**src/rtl/dtc_vote_pkg.sv**
```systemverilog
// dtc_vote_pkg: shared types and constants for the windowed majority-vote stage.
//   CLS_W        width of a class code
//   N_CLASSES    number of distinct classes (2**CLS_W)
//   vote_state_e FSM states of dtc_vote_accum
//   cls_t        class-code type
package dtc_vote_pkg;

    localparam int unsigned CLS_W     = 3;
    localparam int unsigned N_CLASSES = 2 ** CLS_W;

    typedef enum logic [1:0] {
        ACCUM = 2'd0,
        VOTE  = 2'd1,
        EMIT  = 2'd2
    } vote_state_e;

    typedef logic [CLS_W-1:0] cls_t;

endpackage : dtc_vote_pkg

```
**src/rtl/dtc_vote_argmax.sv**
```systemverilog
// dtc_vote_argmax: combinational balanced compare tree returning the class with
// the largest count. On equal counts the lower class code wins.
//   cnt      in   N_CLASSES packed counters, entry i is the count of class i
//   max_idx  out  winning class code
//   max_cnt  out  count of the winning class
module dtc_vote_argmax
    import dtc_vote_pkg::*;
#(
    parameter int unsigned CNT_W = 5
) (
    input  logic [N_CLASSES-1:0][CNT_W-1:0] cnt,
    output logic [CLS_W-1:0]                max_idx,
    output logic [CNT_W-1:0]                max_cnt
);

    // Level l holds N_CLASSES>>l survivors; level CLS_W is the single winner.
    for (genvar l = 0; l <= CLS_W; l++) begin : g_lvl
        logic [CNT_W-1:0] val [N_CLASSES >> l];
        logic [CLS_W-1:0] idx [N_CLASSES >> l];

        if (l == 0) begin : g_leaf
            for (genvar k = 0; k < N_CLASSES; k++) begin : g_node
                assign val[k] = cnt[k];
                assign idx[k] = CLS_W'(k);
            end
        end else begin : g_cmp
            for (genvar k = 0; k < (N_CLASSES >> l); k++) begin : g_node
                // Left operand always carries the lower class codes, so only a
                // strictly larger right count may displace it.
                logic take_right;
                assign take_right = g_lvl[l-1].val[2*k+1] > g_lvl[l-1].val[2*k];
                assign val[k] = take_right ? g_lvl[l-1].val[2*k+1] : g_lvl[l-1].val[2*k];
                assign idx[k] = take_right ? g_lvl[l-1].idx[2*k+1] : g_lvl[l-1].idx[2*k];
            end
        end
    end

    assign max_idx = g_lvl[CLS_W].idx[0];
    assign max_cnt = g_lvl[CLS_W].val[0];

endmodule : dtc_vote_argmax

```
**src/rtl/dtc_vote_accum.sv**
```systemverilog
// dtc_vote_accum: accumulates per-class prediction counts over a window of
// WINDOW accepted predictions and emits the most frequent class.
//   clk, rst_n          clock, asynchronous active-low reset
//   clear               synchronous abort of the current window / pending result
//   in_valid/in_ready   prediction handshake, in_class is the predicted class
//   out_valid/out_ready result handshake, out_class is the winning class
//   out_conf            winning count (only when DTC_VOTE_CONF_EN is defined)
// Optional feature macro: DTC_VOTE_CONF_EN
module dtc_vote_accum
    import dtc_vote_pkg::*;
#(
    parameter  int unsigned WINDOW = 16,
    localparam int unsigned CNT_W  = $clog2(WINDOW + 1)
) (
    input  logic             clk,
    input  logic             rst_n,
    input  logic             clear,
    input  logic             in_valid,
    output logic             in_ready,
    input  logic [CLS_W-1:0] in_class,
    output logic             out_valid,
    input  logic             out_ready,
`ifdef DTC_VOTE_CONF_EN
    output logic [CNT_W-1:0] out_conf,
`endif
    output logic [CLS_W-1:0] out_class
);

    vote_state_e                     state_q;
    vote_state_e                     state_d;
    logic [N_CLASSES-1:0][CNT_W-1:0] cnt_q;
    logic [CNT_W-1:0]                smp_q;

    logic             accept_c;
    logic             last_c;
    logic             load_c;
    logic             release_c;
    logic [CLS_W-1:0] arg_idx;
    logic [CNT_W-1:0] arg_cnt;

    // State register.
    always_ff @(posedge clk or negedge rst_n) begin
        if (!rst_n) begin
            state_q <= ACCUM;
        end else begin
            state_q <= state_d;
        end
    end

    // Next-state logic; clear overrides everything.
    always_comb begin
        state_d = state_q;
        if (clear) begin
            state_d = ACCUM;
        end else begin
            case (state_q)
                ACCUM:   if (last_c)    state_d = VOTE;
                VOTE:                   state_d = EMIT;
                EMIT:    if (release_c) state_d = ACCUM;
                default:                state_d = ACCUM;
            endcase
        end
    end

    // Datapath strobes decoded from state and handshakes.
    always_comb begin
        accept_c  = 1'b0;
        last_c    = 1'b0;
        load_c    = 1'b0;
        release_c = 1'b0;
        if (!clear) begin
            accept_c  = in_valid && (state_q == ACCUM);
            last_c    = accept_c && (smp_q == CNT_W'(WINDOW - 1));
            load_c    = (state_q == VOTE);
            release_c = (state_q == EMIT) && out_ready;
        end
    end

    // Per-class counters and sample counter.
    always_ff @(posedge clk or negedge rst_n) begin
        if (!rst_n) begin
            cnt_q <= '0;
            smp_q <= '0;
        end else if (clear || release_c) begin
            cnt_q <= '0;
            smp_q <= '0;
        end else if (accept_c) begin
            cnt_q[in_class] <= cnt_q[in_class] + CNT_W'(1);
            smp_q           <= smp_q + CNT_W'(1);
        end
    end

    dtc_vote_argmax #(
        .CNT_W (CNT_W)
    ) u_argmax (
        .cnt     (cnt_q),
        .max_idx (arg_idx),
        .max_cnt (arg_cnt)
    );

    // Handshake flags registered from the next state so they track state exactly.
    always_ff @(posedge clk or negedge rst_n) begin
        if (!rst_n) begin
            in_ready  <= 1'b1;
            out_valid <= 1'b0;
        end else begin
            in_ready  <= (state_d == ACCUM);
            out_valid <= (state_d == EMIT);
        end
    end

    // Result captured in the single VOTE cycle, held through EMIT.
    always_ff @(posedge clk or negedge rst_n) begin
        if (!rst_n) begin
            out_class <= '0;
        end else if (load_c) begin
            out_class <= arg_idx;
        end
    end

`ifdef DTC_VOTE_CONF_EN
    always_ff @(posedge clk or negedge rst_n) begin
        if (!rst_n) begin
            out_conf <= '0;
        end else if (load_c) begin
            out_conf <= arg_cnt;
        end
    end
`endif

    // A completed window always has a winner with at least one vote.
    a_winner_nonzero : assert property (
        @(posedge clk) disable iff (!rst_n) (state_q == VOTE) |-> (arg_cnt != '0)
    );

endmodule : dtc_vote_accum

```
**config.mk**
```make
export PLATFORM = sky130hd
export DESIGN_NAME = dtc_vote_accum
export DESIGN_NICKNAME = d
export VERILOG_FILES = /design/src/rtl/dtc_vote_pkg.sv /design/src/rtl/dtc_vote_argmax.sv /design/src/rtl/dtc_vote_accum.sv
export SDC_FILE = /design/constraint.sdc
export NUM_CORES = 1
export LEC_CHECK = 0
export CAP_MARGIN = 10
export CORE_ASPECT_RATIO = 0.75
export CORE_MARGIN = 3
export CORE_UTILIZATION = 28
export DETAILED_ROUTE_END_ITERATION = 10
export GPL_ROUTABILITY_DRIVEN = 0
export HOLD_SLACK_MARGIN = 0.1
export MAX_ROUTING_LAYER = met4
export PLACE_DENSITY = 0.54
export SLEW_MARGIN = 15
export SYNTH_ARGS = -nofsm -noshare
export SYNTH_HDL_FRONTEND = slang
export SYNTH_SLANG_ARGS = --single-unit
```
**constraint.sdc**
```tcl
create_clock -name clk -period 7 [get_ports clk]
set_input_delay 1.75 -clock clk [delete_from_list [all_inputs] [get_ports clk]]
set_output_delay 1.75 -clock clk [all_outputs]
set_load 0.1 [all_outputs]
```
Word-level counts from Yosys, hierarchy flattened
Index checks and enable logic that the tools add are counted.
{"block": "op_classes", "addsub": 2, "eq_ne": 4, "magnitude_cmp": 9, "n_reduce_logical": 8, "mux": 30}
{"cell": "$mux W40", "count": 2}
{"cell": "$mux W5", "count": 10}
{"cell": "$bwmux W40", "count": 1}
{"cell": "$gt A5 B5 Y1", "count": 7}
{"cell": "$bmux W5 S3", "count": 1}
{"cell": "$demux W5 S3", "count": 1}
{"cell": "$add A5 B1 Y5 const B", "count": 2}
{"cell": "$mux W3", "count": 3}
{"cell": "$mux W1", "count": 8}
{"cell": "$mux W2", "count": 3}
{"cell": "$pmux W2 S3", "count": 1}
{"cell": "$eq A5 B4 Y1 const B", "count": 1}
{"cell": "$eq A2 B2 Y1 const B", "count": 2}
{"cell": "$logic_and A1 B1 Y1", "count": 4}
{"cell": "$logic_not A2 Y1", "count": 2}
{"cell": "$lt A3 B4 Y1 const B", "count": 1}
{"cell": "$ge A3 B1 Y1 const B", "count": 1}
{"cell": "$eq A2 B1 Y1 const B", "count": 1}
{"cell": "$reduce_bool A2 Y1", "count": 1}
{"cell": "$logic_or A1 B1 Y1", "count": 1}
{"block": "totals", "out_inout_bits": 5, "reg_bits": 52, "in_bits": 8}

Logic depth before layout (Yosys ltp)
{"block": "logic_depth", "ltp_word": 8, "mapped_depth": 21, "depth_no_buf": 20}

Hierarchy
From an unflattened synthesis, not the netlist that was laid out.
{"block": "hier_totals", "cells_unflattened": 418, "area_unflattened_um2": 3975.1}
{"mod": "dtc_vote_accum", "cells_each": 232, "instances": 1, "area_per_inst_um2": 2555.0, "seq_area_each_um2": 1302.5}
{"mod": "dtc_vote_argmax", "cells_each": 186, "instances": 1, "area_per_inst_um2": 1420.1, "seq_area_each_um2": 0.0}

Worst setup path before layout
No wires, ideal clock.
{"block": "synth_path", "path_kind": "flip-flop to flip-flop", "startpoint": "register cnt_q[23] (netlist name)", "endpoint": "register out_class[1]", "path_stages_with_launch": 21, "setup_ns": 0.076, "setup_slack_ns": 2.681, "arrival_time_ns": 4.243, "period_less_slack_ns": 4.319, "cell_sequence": "dfrtp_1 -> inv_1 -> ha_1 -> a21o_1 -> a221oi_1 -> a31oi_1 -> mux2i_1 -> ha_1 -> a21oi_1 -> o221ai_1 -> o21ai_0 -> clkbuf_1 -> nor2_1 -> a21oi_1 -> ha_1 -> a21o_1 -> a21oi_1 -> nor2b_1 -> o32ai_1 -> mux2_2 -> o21ai_1"}
{"block": "synth_between", "elab_chain_len": 6, "word_cells_on_any_way": 7, "classes_between": "3 x order compare; 4 x mux"}
{"element": "from (decl)", "line": "dtc_vote_accum.sv:31", "source": "logic [N_CLASSES-1:0][CNT_W-1:0] cnt_q;"}
{"element": "from (signal, indexed assignment)", "line": "dtc_vote_accum.sv:88", "source": "cnt_q[in_class] <= cnt_q[in_class] + CNT_W'(1);"}
{"element": "$gt A5 B5 Y1", "line": "dtc_vote_argmax.sv:31", "source": "assign take_right = g_lvl[l-1].val[2*k+1] > g_lvl[l-1].val[2*k];"}
{"element": "$mux W5 *", "line": "dtc_vote_argmax.sv:32", "source": "assign val[k] = take_right ? g_lvl[l-1].val[2*k+1] : g_lvl[l-1].val[2*k];"}
{"element": "$gt A5 B5 Y1", "line": "dtc_vote_argmax.sv:31"}
{"element": "$mux W5", "line": "dtc_vote_argmax.sv:32"}
{"element": "$gt A5 B5 Y1", "line": "dtc_vote_argmax.sv:31"}
{"element": "$mux W3 *", "line": "dtc_vote_argmax.sv:33", "source": "assign idx[k] = take_right ? g_lvl[l-1].idx[2*k+1] : g_lvl[l-1].idx[2*k];"}
{"element": "to (signal assigned)", "line": "dtc_vote_accum.sv:117", "source": "out_class <= arg_idx;"}
{"element": "to (decl)", "line": "dtc_vote_accum.sv:26", "source": "output logic [CLS_W-1:0] out_class"}
Every way passes the cells marked *; elsewhere a longest branch is shown, timed or not.
A chain may end at the register's enable or synchronous reset.

Worst setup path after layout
{"block": "layout_path", "startpoint": "register cnt_q[12] (netlist name)", "endpoint": "register out_class[1]"}
Same word-level chain as after synthesis.

==> out/metrics.csv <==
stage;metric;value;unit
placed_design;dp.cells;550;
critical_path;crit_slowest_cell;o32ai_1;
sta;drv_slew;0;
synth;synth_seq_cells;52;
route;vias;2901;
route;dr.pass1.iters;4;
synth;synthFlopType;dfrtp_1;
floorplan;ios;13;
critical_path;critical-path-top-delay-family;compound AO/OA/AOI/OAI gates;
hold_path;hold_path_class;register to register;
synth;synth_adder_area_share;13.1;%
grt;track_usage;13.6;%
synth;synthMuxAreaShare;12.9;%
sta;worstMarginPinSlew;0.973;ns
layout;fillers;1296;
layout;diodes;0;
critical_path;max_stage_delay;0.56;ns
critical_path;worst-path-buf-inv;1;
clock_tree;htree_num_levels;2;
clock_tree;clk_pin_slew_worst_paths;0.07;ns
synth;synth_top_area_share;35.2;%
sta;slew_headroom;34.9;%
clock_tree;clock-root-buffer;clkbuf_16;
critical_path;cp-start-kind;register;
outcome;status;complete, no violations;
layout;drive_gt1_share;10.7;%
route;post-route-drc-count;0;
clock_tree;clock_latency;0.29;ns
critical_path;crit_arrival;5.41;ns
placed_design;place_ws;1.80;ns
synth;synth_warnings;0;
synth;synth_top_area_cell;dfrtp_1;
sta;layout_setup_ws;1.80;ns
sta;rsz0062_at_grt;no;
synth;synth-edff-count;0;
synth;avgSynthCellArea;9.50;um2
placed_design;portBuffers;12;
route;drt-total-wl;9.06;mm
sta;finalSetupViolCount;0;
synth;netlist_instances;382;
critical_path;worstPathMaxFanout;10;
route;final_antenna_net_count;0;
critical_path;crit_required;7.21;ns
clock_tree;cts_tree;yes;
route;viasPerCell;5.20;
floorplan;die_w;137;um
synth;syn-cell-area;3630;um2
sta;post-route-min-period;5.20;ns
layout;area_delta_synth_final;11.8;%
critical_path;crit_chain;inv_1, ha_1, nand4_1, o221ai_1, o21ai_1, o21ai_0, ha_1, nand4_1, o221ai_1, o21ai_1, o21ai_0, ha_1, a21o_1, a21oi_1, nor2b_1, o32ai_1, mux2_2, o21ai_1;
grt;grt_pass1_wl;15.1;mm
grt;antenna_found_initial;0;
synth;synth_cell_type_count;48;
layout;nets;437;
sta;fin_crit_sh;74.3;%
synth;synth-simple-area-share;15.8;%
floorplan;die_h;105;um
clock_tree;numCtsBuffers;5;
synth;synthXorXnorAreaFrac;2.07;%
floorplan;dieArea;14400;um2
clock_tree;clk_path_buf_depth;2;
power;powerDensity;167;nW/um2
synth;syn_nets;428;
synth;synth_compound_area_share;14.6;%
grt;gr-total-overflow;0;
synth;async_reset_ff_share;100;%
clock_tree;cts_num_sinks;52;
synth;seq_area_frac_synth;35.9;%
layout;instances_no_fill;558;
route;routedWlPerCell;16.2;um
placed_design;dpl.hpwl;6.74;mm
sta;fmax;0.192;GHz
critical_path;crit_type;register to register;
synth;synth_area_leaders;dfrtp_1 (35%), ha_1 (13%), nand3_1 (6.2%), mux2i_1 (4.4%), o21ai_0 (4.4%);
floorplan;start_util;29.1;%
clock_tree;cts_resized;0;
power;ir_drop;0.0928;mV
power;p_leak;1.77;nW
route;first_iter_violations;209;
clock_tree;post_cts_buffers;0;
grt;grt_pass1_vias;2902;
synth;synth_top_family_by_area;simple AND/OR/NAND/NOR gates;
flow_run;maxCapViolations;0;
critical_path;end_kind;register;
grt;grt_max_degree;53;
floorplan;fp-row-count;35;
sta;finClkSkew;0.00779;ns
floorplan;coreArea;12500;um2
sta;tns;0;ns
sta;final_hold_viol_count;0;
clock_tree;postCtsHoldBufs;0;
## area by class of cell
type | count | area (um2) | share of cell area [%]
repair buffers | 16 | 145 | 3.58
flip-flops and latches | 52 | 1300 | 32.1
clock buffers | 6 | 129 | 3.18
well taps | 166 | 208 | 5.12
multi-input cells | 282 | 2130 | 52.5
inverters | 34 | 128 | 3.14
clock inverters | 2 | 16.3 | 0.401
## registers in the layout, summed over array words and instances (netlist names)
signal and count:
out_class 3, out_valid 1, in_ready 1, state_q 2, smp_q 5, cnt_q 40
## worst register-to-register path: cells and delay by family (launching register included)
| family | cells | cell delay (ns) |
|---|---|---|
| AOI/OAI and AO/OA | 10 | 2.94 |
| adders and majority gates | 3 | 0.98 |
| buffers and inverters | 1 | 0.06 |
| DFF | 1 | 0.44 |
| muxes | 1 | 0.40 |
| and+or+nand+nor | 3 | 0.32 |
## cell usage after synthesis, types with 2 or more instances
master,instances
nand3_1,45
a211oi_1,2
clkbuf_1,7
ha_1,38
dfrtp_1,51
xor2_2,2
o221ai_1,4
mux2_2,9
nor3_1,2
nand2b_1,4
nor2_1,16
and3b_1,3
xor2_1,2
mux4_2,7
buf_6,2
nand4_1,7
buf_4,2
nand2_1,18
o21ai_0,32
a21o_1,5
o21ai_1,21
a31oi_1,2
nor2b_1,6
mux2i_1,16
inv_1,33
a21oi_1,19
and3_1,4
buf_2,3
## logic make-up (layout without fill, tap and decap cells)
logic type                 after synthesis  after routing
and+or+nand+nor                        111            111
AOI/OAI and AO/OA                       92             92
DFF                                     52             52
adders and majority gates               38             38
muxes                                   35             35
buffers and inverters                   48             58
xor gates and xnor gates                 6              6
## path summary, 6_finish.rpt
path / slack [ns] / cells after the start / endpoint / start
max: 1.80 / 18 / out_class[1]$_DFFE_PN0P_ / cnt_q[12]$_DFFE_PN0P_
max reg2reg: 1.80 / 18 / out_class[1]$_DFFE_PN0P_ / cnt_q[12]$_DFFE_PN0P_
min reg2reg: 0.47 / 2 / out_class[0]$_DFFE_PN0P_ / out_class[0]$_DFFE_PN0P_
max in group asynchronous: 4.97 / 2 / cnt_q[11]$_DFFE_PN0P_ / rst_n
min: 0.47 / 2 / out_class[0]$_DFFE_PN0P_ / out_class[0]$_DFFE_PN0P_
min in group asynchronous: 1.58 / 2 / out_class[0]$_DFFE_PN0P_ / rst_n
## metal layers
metal  vias up  track usage [%]  wire (um)
li1       1409                -          -
met1      1425             20.9       4840
met2        65             18.6       3760
met3         2             3.08        435
met4         0             1.99         25
met5         -                -          0
## power breakdown
| part | switching (mW) | internal (mW) |
|---|---|---|
| Combinational | 0.0753 | 0.0467 |
| Clock | 0.112 | 0.134 |
| Sequential | 0.00484 | 0.305 |
## layout by cell type (no fill, tap or decap), types with 9 or more instances in the layout
cell type         n
dfrtp_1          51
nand3_1          45
ha_1             38
inv_1            33
o21ai_0          31
o21ai_1          22
nand2_1          18
a21oi_1          18
mux2i_1          16
nor2_1           16
clkdlybuf4s50_1  11
mux2_2            9
## per-stage QoR
step                hold WS [ns]  power [mW]  util, %  instance area (um2)
floorplan                  0.486       0.403        -                 3630
global placement           0.461       0.434     31.4                 3910
detailed placement         0.465       0.437     31.4                 3910
CTS                        0.480       0.685     32.5                 4060
global route               0.528       0.711     32.5                 4060
finish                     0.475       0.677     32.5                 4060
(Power assumes the default switching activity.)
==> variant 1: new RTL, same settings <==
Encoding of `vote_state_e`: now one-hot (3 bits for 3 states).
--- a/src/rtl/dtc_vote_pkg.sv
+++ b/src/rtl/dtc_vote_pkg.sv
@@ -8,10 +8,10 @@
     localparam int unsigned CLS_W     = 3;
     localparam int unsigned N_CLASSES = 2 ** CLS_W;
 
-    typedef enum logic [1:0] {
-        ACCUM = 2'd0,
-        VOTE  = 2'd1,
-        EMIT  = 2'd2
+    typedef enum logic [2:0] {
+        ACCUM = 3'b001,
+        VOTE  = 3'b010,
+        EMIT  = 3'b100
     } vote_state_e;
 
     typedef logic [CLS_W-1:0] cls_t;
Formal check against the unedited RTL: no difference found for any inputs over 10 cycles, from zero or initial values and one cycle with rst_n low; not proved beyond that.
==> variant 1 against the unedited design <==
Sequential cell count is 1 higher. Worst setup slack better by 0.21 ns. First-iteration DRC count is 33% higher. Area after synthesis is 5.3% higher. Routed wire length is 12% higher. Final area is 4.1% higher. Power is 11% higher. Sequential power is 3% higher. Maximum frequency is 4.3% higher. Global-route usage is 0.89 points higher. Synthesized cell count is 2.4% higher. Clock power is 2% higher.
==> variant 1: results (changes against the unedited design) <==
status: "finished clean"
crit-reg2reg-launch: "cnt_q[34]"
multi_input_cells: 288  # +2.1%
seqCellArea_um2: 1330  # +2.0%
post-dp-hpwl_um: 7730  # +15%
dp_cells: 563  # +2.4%
nonClkBufAreaFrac: 0.0308  # -0.00497
fin_nets: 445  # +1.8%
p_sw_frac: 0.313  # +0.0289
power.static_leakage_nw: 1.96  # +10%
crit_arrival_ns: 5.20  # -0.21 ns
synth.area.top_cells: "dfrtp_1 33%, ha_1 12%, mux2i_1 6.5%"
grt_pass1_vias: 3009  # +3.7%
biggestRegsByFlops: "cnt_q: 40 flops, smp_q: 5 flops"
finalNonFillerCells: 571  # +2.3%
design.seq.count: 53  # +1.9%
yosys.cell_types.count: 63  # +31%
avgSynthCellArea_um2: 9.78  # +2.9%
max_stage_delay_ns: 0.61  # +0.05 ns
cp_max_fo: 11  # +1
grt_max_degree: 49  # -7.5%
fillers: 1354  # +4.5%
max_slew_margin: 0.324  # -0.0247
synthesis.nets: 437  # +2.1%
clk_share: 0.0343  # -0.00142
fin_skew_ns: 0.00829  # +0.000497 ns
drive_gt1_frac: 0.115  # +0.00786
crit_slowest_cell: "o21ai_1"
multiInputGateArea_um2: 2270  # +6.5%
seq_area_frac_synth: 0.348  # -0.0113
track_usage: 0.145  # +0.00888
holdCritStartpoint: "out_class[2]"
variant 1: cell types whose count changed after synthesis, sizes merged, moves of 4 or more:
cell | before | now
nand2 | 18 | 34
nor2 | 16 | 35
clkbuf | 7 | 3
nor3 | 2 | 7
nand3 | 46 | 1
o21ai | 53 | 17
a22o | 0 | 21
a21oi | 19 | 30
mux2i | 17 | 27
variant 1: final timing paths:
check,end,slack [ns],cells after the start
setup / recovery,out_class[1],2.01,17
hold / removal,out_class[2],0.48,2
setup reg to reg,out_class[1],2.01,17
hold reg to reg,out_class[2],0.48,2
max in group asynchronous,state_q[1],4.90,2
min in group asynchronous,cnt_q[33],1.27,1
variant 1: through the flow:
step	worst slack [ns]	utilization	hold slack (ns)	instance area (um2)
finish	2.01	0.321	0.480	4230
global route	1.58	0.321	0.540	4230
CTS	1.68	0.321	0.488	4230
global placement	1.81	0.310	0.468	4080
detailed placement	1.73	0.310	0.472	4080
floorplan	2.71	-	0.472	3820
variant 1: logic make-up after synthesis:
group | after synthesis | synth area share
fa+ha+maj | 38 | 0.124
buf+inv | 50 | 0.0589
xor+xnor | 5 | 0.0183
compound gates | 101 | 0.190
mux | 41 | 0.128
flops | 53 | 0.348
simple gates | 103 | 0.133
variant 1: power groups by stage:
stage	combinational [mW]	sequential, mW	clock [mW]
final	0.178	0.319	0.251
after global routing	0.201	0.321	0.271
after CTS	0.179	0.319	0.257
after detailed placement	0.177	0.325	0
after global placement	0.174	0.325	0
after floorplan	0.129	0.329	0
variant 1: tightest hold or removal path, stage by stage (launching register included):
cell,delay [ns]
dfrtp_1,0.34
nand2_1,0.05
o21ai_0,0.06
variant 1: per-layer routing:
metal	track usage	up-vias	wire, um
met5	-	-	0
met4	0.0249	0	111
met3	0.0450	14	743
met2	0.200	78	4100
met1	0.212	1444	5180
li1	-	1446	-
==> variant 2: new RTL, config.mk and constraints unchanged <==
Without the edit above. `CLS_W`: 3 -> 4.
--- a/src/rtl/dtc_vote_pkg.sv
+++ b/src/rtl/dtc_vote_pkg.sv
@@ -5,7 +5,7 @@
 //   cls_t        class-code type
 package dtc_vote_pkg;
 
-    localparam int unsigned CLS_W     = 3;
+    localparam int unsigned CLS_W     = 4;
     localparam int unsigned N_CLASSES = 2 ** CLS_W;
 
     typedef enum logic [1:0] {
Interface: changed (resized in_class and out_class); port bits go from 13 to 15. The function was not compared with the original's and may differ.
==> variant 2 against the unedited design <==
Area after synthesis increased by 100%. Count of clock-buffer cells in the layout increased by 4. Non-clock buffer count increased by 12. Sequential cell count increased by 41. Combinational power increased by 28%. Hold slack improved by 0.054 ns. Routed wire length increased by 120%. Final area increased by 99%. Clock power increased by 110%. Die area increased by 95%. Worst setup slack got worse by 1.3 ns. Power increased by 80%. Critical path type unchanged.
==> variant 2: results (changes against the unedited design) <==
fin_skew_ns: 0.00813  # +0.000338 ns
cts_root_buf: "clkbuf_16"
drive_gt1_frac: 0.0866  # -0.0206
numCtsBuffers: 9  # +4
seq_area_frac_synth: 0.320  # -0.0388
post-dp-hpwl_um: 15400  # +130%
netlist_top_cells_count: "99 x nand3_1, 92 x dfrtp_1, 85 x o21ai_0"
crit_arrival_ns: 6.67  # +1.26 ns
synth.area.top_cells: "dfrtp_1 32%, ha_1 13%, mux4_1 7.2%"
first_iter_violations: 412  # +97%
cts_setup_buffers: 0  # unchanged
track_usage: 0.152  # +0.0155
dr.pass1.iters: 5  # +1
io_buffer_count: 14  # +2
tightest_slew_ns: 1.08  # +0.105 ns
synthesis.nets: 868  # +100%
peakVddDrop_mv: 0.0951  # +2.5%
grt_pass1_vias: 5515  # +90%
power.static_leakage_nw: 3.71  # +110%
grt_max_degree: 48  # -9.4%
biggestRegsByFlops: "cnt_q: 80 flops, smp_q: 5 flops, out_class: 4 flops"
grt_pass1_wl_um: 31900  # +110%
fin_nets: 879  # +100%
via_per_inst: 5.21  # +0.24%
clkLatencyLatePin_ns: 0.36  # +0.07 ns
status: "finished clean"
yosys.cell_types.count: 62  # +29%
wl_per_cell_um: 17.9  # +10%
htreeDepth: 3  # +1
cp_max_fo: 7  # -3
-- variant 2: metal layers --
metal	GRT usage	vias up	wire length (um)
li1	-	2916	-
met3	0.0296	16	1170
met4	0.0313	0	210
met2	0.202	143	8230
met5	-	-	0
met1	0.236	2840	10700
-- variant 2: worst paths after layout --
path | startpoint | end | cells after the start | slack (ns)
worst max-delay path | cnt_q[52] | out_class[0] | 27 | 0.55
worst min-delay path | out_class[2] | out_class[2] | 2 | 0.53
worst max register to register | cnt_q[52] | out_class[0] | 27 | 0.55
worst min register to register | out_class[2] | out_class[2] | 2 | 0.53
max in group asynchronous | rst_n | cnt_q[48] | 2 | 4.54
min in group asynchronous | rst_n | cnt_q[22] | 1 | 1.40
-- variant 2: per-stage QoR --
stage               setup WS (ns)  std cells  area [um2]
finish                      0.548       1135        8090
global route               0.0353       1135        8090
CTS                         0.371       1135        8090
floorplan                    1.17        781        7270
global placement            0.517       1119        7780
detailed placement          0.429       1119        7780
-- variant 2: worst max-delay path: stages (launching register included) --
cell and delay, ns:
dfrtp_1 0.43, inv_1 0.08, ha_1 0.31, a21oi_1 0.13, o221ai_1 0.16, o21ai_1 0.38
mux2i_1 0.30, inv_1 0.07, ha_1 0.31, a21oi_1 0.15, nor2_1 0.08, o32ai_2 0.61
mux2i_1 0.29, inv_1 0.07, ha_1 0.29, a21o_1 0.16, a21o_1 0.17, a211o_1 0.33
nand2_1 0.17, mux2_2 0.36, ha_1 0.29, nor2b_1 0.12, o211ai_1 0.08, a21oi_1 0.14
buf_4 0.15, nand3_1 0.15, a2111oi_0 0.46, a211oi_1 0.09
-- variant 2: cell families after synthesis --
kind of cell	after synthesis	share of synthesized area
compound gates	198	0.173
xor+xnor	6	0.00929
fa+ha+maj	78	0.134
buf+inv	103	0.0633
flops	93	0.320
mux	63	0.136
simple gates	240	0.164
-- variant 2: cell type report --
cell class	count	area [um2]
Fill cell	2692	17200
Sequential cell	93	2330
Multi-Input combinational cell	585	4510
Tap cell	338	423
Clock buffer	10	239
Timing Repair Buffer	28	243
Clock inverter	6	68.8
Inverter	75	282
-- variant 2: power by group --
| group | switching (mW) | leakage [nW] | internal, mW | total (mW) |
|---|---|---|---|---|
| clock network | 0.230 | 0.149 | 0.290 | 0.519 |
| registers | 0.00388 | 1.29 | 0.540 | 0.544 |
| logic | 0.0985 | 2.27 | 0.0572 | 0.156 |
